==> src/rtl/key_entry_pkg.sv <==
// Shared types and default constants for the keypad-entry strobe generator.
package key_entry_pkg;

    typedef enum logic [1:0] {
        IDLE,
        DEB_PRESS,
        HELD,
        DEB_RELEASE
    } state_t;

    localparam int DEF_DEBOUNCE_CYCLES = 500000;  // 10 ms at 50 MHz
    localparam int DEF_SYNC_STAGES     = 2;
    localparam int DEF_KEY_W           = 4;
    localparam int DEF_DIGITS          = 4;

endpackage

==> src/rtl/key_entry_strobe_sync_ff.sv <==
// Multi-stage synchronizer for asynchronous board inputs, with a configurable
// reset value so idle levels (button released, switches low) come out of reset.
module sync_ff #(
    parameter int               WIDTH   = 1,
    parameter int               DEPTH   = 2,
    parameter logic [WIDTH-1:0] RST_VAL = '0
) (
    input  logic             clk,
    input  logic             rst,
    input  logic [WIDTH-1:0] d,
    output logic [WIDTH-1:0] q
);

    logic [DEPTH-1:0][WIDTH-1:0] pipe;

    // NOTE: non-blocking assignments here so every stage samples its
    // predecessor's old value; blocking would collapse the chain into one flop.
    always_ff @(posedge clk) begin
        if (rst) begin
            pipe <= {DEPTH{RST_VAL}};
        end else begin
            pipe <= {pipe[DEPTH-2:0], d};
        end
    end

    assign q = pipe[DEPTH-1];

endmodule

==> src/rtl/key_entry_strobe.sv <==
// Debounces the keypad pushbutton and emits one single-cycle strobe per accepted
// press, with the switch value captured as the key and a digit position tracker.
module key_entry_strobe
    import key_entry_pkg::*;
#(
    parameter int DEBOUNCE_CYCLES = DEF_DEBOUNCE_CYCLES,
    parameter int SYNC_STAGES     = DEF_SYNC_STAGES,
    parameter int KEY_W           = DEF_KEY_W,
    parameter int DIGITS          = DEF_DIGITS
) (
    input  logic                      clk,
    input  logic                      rst,
    input  logic                      btn_n,
    input  logic [KEY_W-1:0]          sw,
    input  logic                      lockout,
    input  logic                      entry_clr,
    output logic                      en_key,
    output logic [KEY_W-1:0]          key,
    output logic [$clog2(DIGITS)-1:0] digit_idx,
    output logic                      frame_last,
    output logic                      busy
);

    localparam int                 CNT_W    = $clog2(DEBOUNCE_CYCLES);
    localparam int                 DIG_W    = $clog2(DIGITS);
    localparam logic [CNT_W-1:0]   LAST_CNT = CNT_W'(DEBOUNCE_CYCLES - 1);
    localparam logic [DIG_W-1:0]   LAST_DIG = DIG_W'(DIGITS - 1);

    logic             btn_s;
    logic [KEY_W-1:0] sw_s;
    logic             pressed;

    state_t           state, state_d;
    logic [CNT_W-1:0] cnt, cnt_d;
    logic             press_done;
    logic             strobe;

    sync_ff #(.WIDTH(1), .DEPTH(SYNC_STAGES), .RST_VAL(1'b1)) u_sync_btn (
        .clk (clk),
        .rst (rst),
        .d   (btn_n),
        .q   (btn_s)
    );

    sync_ff #(.WIDTH(KEY_W), .DEPTH(SYNC_STAGES), .RST_VAL('0)) u_sync_sw (
        .clk (clk),
        .rst (rst),
        .d   (sw),
        .q   (sw_s)
    );

    assign pressed = ~btn_s;

    // NOTE: every signal written here gets a default first, so no path through
    // the case leaves it unassigned and no latch is inferred.
    always_comb begin
        state_d    = state;
        cnt_d      = cnt;
        press_done = 1'b0;
        unique case (state)
            IDLE: begin
                if (pressed) begin
                    state_d = DEB_PRESS;
                    cnt_d   = '0;
                end
            end
            DEB_PRESS: begin
                if (!pressed) begin
                    state_d = IDLE;
                end else if (cnt == LAST_CNT) begin
                    state_d    = HELD;
                    press_done = 1'b1;
                end else begin
                    cnt_d = cnt + CNT_W'(1);
                end
            end
            HELD: begin
                if (!pressed) begin
                    state_d = DEB_RELEASE;
                    cnt_d   = '0;
                end
            end
            DEB_RELEASE: begin
                if (pressed) begin
                    state_d = HELD;
                end else if (cnt == LAST_CNT) begin
                    state_d = IDLE;
                end else begin
                    cnt_d = cnt + CNT_W'(1);
                end
            end
            default: state_d = IDLE;
        endcase
    end

    // Lockout only gates the strobe; the FSM still walks the full press/release.
    assign strobe = press_done && !lockout;

    always_ff @(posedge clk) begin
        if (rst) begin
            state      <= IDLE;
            cnt        <= '0;
            en_key     <= 1'b0;
            key        <= '0;
            frame_last <= 1'b0;
            digit_idx  <= '0;
        end else begin
            state      <= state_d;
            cnt        <= cnt_d;
            en_key     <= strobe;
            frame_last <= strobe && (digit_idx == LAST_DIG);
            if (strobe) begin
                key <= sw_s;
            end
            if (entry_clr) begin
                digit_idx <= '0;
            end else if (strobe) begin
                digit_idx <= (digit_idx == LAST_DIG) ? '0 : digit_idx + DIG_W'(1);
            end
        end
    end

    assign busy = (state != IDLE);

endmodule

==> config.mk <==
export PLATFORM = sky130hd
export DESIGN_NAME = key_entry_strobe
export DESIGN_NICKNAME = d
export VERILOG_FILES = /design/src/rtl/key_entry_pkg.sv /design/src/rtl/key_entry_strobe_sync_ff.sv /design/src/rtl/key_entry_strobe.sv
export SDC_FILE = /design/constraint.sdc
export NUM_CORES = 1
export LEC_CHECK = 0
export BUFFER_PORTS_ARGS = -buffer_cell sky130_fd_sc_hd__buf_4
export CAP_MARGIN = 25
export CORE_ASPECT_RATIO = 0.6
export CORE_MARGIN = 2
export CORE_UTILIZATION = 57
export CTS_CLUSTER_DIAMETER = 40
export DETAILED_ROUTE_END_ITERATION = 10
export MAX_ROUTING_LAYER = met4
export PLACE_DENSITY = 0.78
export SETUP_SLACK_MARGIN = 0.02
export SYNTH_ARGS = -nofsm -noshare
export SYNTH_HDL_FRONTEND = slang
export SYNTH_HIERARCHICAL = 1
export SYNTH_SLANG_ARGS = --single-unit
==> constraint.sdc <==
create_clock -name clk -period 2.25 [get_ports clk]
set_input_delay 0.45 -clock clk [delete_from_list [all_inputs] [get_ports clk]]
set_output_delay 0.45 -clock clk [all_outputs]
set_load 0.02 [all_outputs]
==> summary.md <==
| Metric | Value |
|---|---|
| Worst EP arrival | 2.32 ns |
| Internal reg-to-reg setup slack | 0.18 ns |
| GP Congestion | 0.912 |
| CP peak stage delay | 0.58 ns |
| HPWL Detailed | 2640 microns |
| Fin. max-slew vios | 0 |
| Fmax | 482 MHz |
| Max VDD drop | 0.541 mV |
| Worst Path Required | 2.50 ns |
| Reg-to-reg startpoint | cnt[10] |
| Rows | 15 |
| Vias in the first global route | 1220 |
| Synth cell types | 43 |
| Post-DP Area | 1870 sq um |
| Hold path startpoint | entry_clr |
| Diodes inserted | 0 |
| Leakage | 0.766 nW |
| Cell family with most CP delay | simple AND/OR/NAND/NOR gates |
| Fin crit period | 2.07 ns |
| Layout cells sized above 1 | 0.204 |
| Slew at the pin closest to its max-slew limit | 0.729 ns |
| H-tree depth | 2 |
| WS Path Type | register to register |
| Hold path cells | 2 |
| Fin area | 1990 sq um |
| Fillers | 233 |
| # clock sinks | 39 |
| Clk_skew | 0.00623 ns |
| Hold_buf cts | 0 |
| Average cell area after synthesis | 9.46 sq um |
| Antenna Violating Nets Remaining | 0 |
| Critical Path Start | cnt[10] |
| Initial antenna violation count | 0 |
| Clock Latency Late Sink | 0.30 ns |
| Total length of routed wires | 3540 microns |
| Via/cell ratio | 5.63 |
| Area growth, synth to finish | 17.7% |
| Crit. End Element | register |
| Die Y | 46.2 microns |
| Port buffer count | 17 |
| P per Cell Area | 672 nW/um^2 |
| Via count | 1369 |
| Post-Synthesis Cell Area | 1690 sq um |
| Crit path buf inv count | 1 |
| Reg-to-reg endpoint | cnt[0] |
| Largest net degree at the start of global routing | 23 |
| Main flop type after synthesis | dfxtp_1 |
| #FFs+latches synth | 39 |
| # nets final | 211 |
| Total congestion overflow | 0 |
| Crit path cell chain | or4b_4, nor4_2, buf_4, nand2_1, a21oi_2, mux2_2 |
| CTS tree | built |
| Post-synthesis sequential area ratio | 0.461 |
| Max Cap Violations | 0 |
| Fin crit share | 0.921 |
| GR Util All Layers | 0.236 |
| Drt pass-1 iters | 4 |
| Slew margin rel. | 0.513 |
| Hold worst-path end | digit_idx[0] |
| Starting Density | 0.593 |
| Crit Path Max Fanout | 8 |
| CTS Buf Count | 5 |
| Startpoint types | register |
| Die W | 74.4 microns |
| First-pass GRT wire length | 5620 microns |
| Status | finished clean |
| Clk slew on worst S/H paths | 0.08 ns |
| Area of the die | 3440 sq um |
| CP max stage cell | or4b_4 |
| Post-route DRC | 0 |
| Syn Inst Count | 179 |
| EDFF count, synth | 0 |
| HP Class | input pin to register |
| Syn nets | 190 |
| Hold Fails Final Rpt | 0 |
| Final setup fails | 0 |
| RSZ-0062 raised after global routing | false |
| Setup TNS | 0 ns |
| Per-cell routed wire length | 14.5 microns |
| Post-CTS Setup Bufs | 0 |
| R2R depth | 6 |
| Core area | 2850 sq um |
| Clock Path Buffers | 2 |
| Post-synthesis async set-or-reset flop share | 0 |
| Initial DRC Count | 99 |
| Synth warnings | 6 |
| IO Count | 18 |
| Root Driver | clkbuf_8 |
final cells by class:
| class | count | area, sq um | share of cell area |
|---|---|---|---|
| well taps | 42 | 52.6 | 0.0264 |
| multi-input cells | 127 | 857 | 0.430 |
| flip-flops and latches | 39 | 781 | 0.392 |
| clock buffers | 5 | 68.8 | 0.0345 |
| inverters | 4 | 15.0 | 0.00753 |
| clock inverters | 3 | 46.3 | 0.0232 |
| repair buffers | 23 | 173 | 0.0866 |
power breakdown:
group / internal (W) / total [W] / switching [W]
combinational: 0.0000194 / 0.0000408 / 0.0000214
sequential: 0.000698 / 0.000702 / 0.00000386
clock: 0.000334 / 0.000597 / 0.000263
metrics by stage:
stage                     worst slack [ns]  hold WS, ns  std cells   util  total power, W
after floorplan                      0.201        0.383        179      -        0.000740
after global placement               0.224        0.393        235  0.655        0.000757
after detailed placement             0.137        0.387        235  0.655        0.000759
after CTS                            0.123        0.314        243  0.695         0.00135
after global routing                0.0560        0.322        243  0.699         0.00138
final                                0.177        0.320        243  0.699         0.00134
layout by cell type (no fill, tap or decap), drive strengths merged:
master / synthesis / routed
dfxtp: 39 / 39
nor2: 23 / 23
buf: 5 / 23
xnor2: 11 / 11
nand2: 8 / 8
nor3: 8 / 8
nor2b: 8 / 8
a21oi: 8 / 8
or3: 6 / 6
nand3: 5 / 5
mux2i: 5 / 5
clkbuf: 4 / 5
inv: 4 / 5
nand4: 5 / 5
and4: 4 / 4
nor4: 4 / 4
or2: 4 / 4
o21ai: 3 / 3
or4b: 3 / 3
nand4b: 2 / 2
nand3b: 2 / 2
mux2: 2 / 2
ha: 2 / 2
a211oi: 2 / 2
xor2: 1 / 1
o21bai: 1 / 1
nor4b: 1 / 1
a31o: 1 / 1
nor3b: 1 / 1
a41oi: 1 / 1
a41o: 1 / 1
nand2b: 1 / 1
a22o: 1 / 1
a21boi: 1 / 1
a21o: 1 / 1
and2: 1 / 1
bufinv: 0 / 1
clkinvlp: 0 / 1
flip-flops by register name, summed over array words and instances, names as in the netlist, named ones only:
signal / flops
cnt: 19
key: 4
u_sync_sw/pipe: 4
u_sync_sw/q: 4
digit_idx: 2
en_key: 1
frame_last: 1
state: 1
u_sync_btn/pipe: 1
u_sync_btn/q: 1
synthesized netlist by cell type (all sizes together) (4+ instances only):
cell    number  area [sq um]
a21oi        8          40.0
and4         4          35.0
buf          5          35.0
clkbuf       4          15.0
dfxtp       39           781
inv          4          15.0
mux2i        5          50.1
nand2        8          30.0
nand3        5          25.0
nand4        5          46.3
nor2        23          86.3
nor2b        8          50.1
nor3         8          40.0
nor4         4          40.0
or2          4          25.0
or3          6          37.5
xnor2       11          96.3
what timing repair did:
item | 4_1_cts | 5_1_grt
resized for setup | 0 | 2
setup endpoints to repair | 0 | 3
endpoints found under the hold margin | 0 | 0
metal layers:
layer / vias up / routed length (microns) / track usage
met5: - / 0 / -
met1: 637 / 1660 / 0.316
met4: 0 / 49 / 0.0893
li1: 669 / - / -
met2: 54 / 1520 / 0.341
met3: 9 / 301 / 0.0678
how the worst max path moves through the flow:
stage / slack [ns] / cells after the start / to
2_1_floorplan: 0.20 / 5 / digit_idx[0]
3_3_place_gp: 0.22 / 6 / cnt[0]
3_5_place_dp: 0.14 / 6 / cnt[0]
4_1_cts: 0.12 / 6 / cnt[0]
5_1_grt: 0.06 / 5 / digit_idx[0]
6_report: 0.18 / 6 / cnt[0]
worst reg2reg max path, stage by stage (launching register included):
cell	delay [ns]
dfxtp_1	0.35
or4b_4	0.58
nor4_2	0.34
buf_4	0.22
nand2_1	0.14
a21oi_2	0.22
mux2_2	0.17
cell families (layout without fill, tap and decap cells):
kind of cell / count (synthesis) / count (layout) / share of synthesized area
compound gates: 20 / 20 / 0.0791
fa+ha+maj: 2 / 2 / 0.0148
mux: 7 / 7 / 0.0429
flops: 39 / 39 / 0.461
xor+xnor: 12 / 12 / 0.0621
simple gates: 86 / 86 / 0.302
buf+inv: 13 / 35 / 0.0384
No activity file was read; power rests on OpenSTA's default activity.
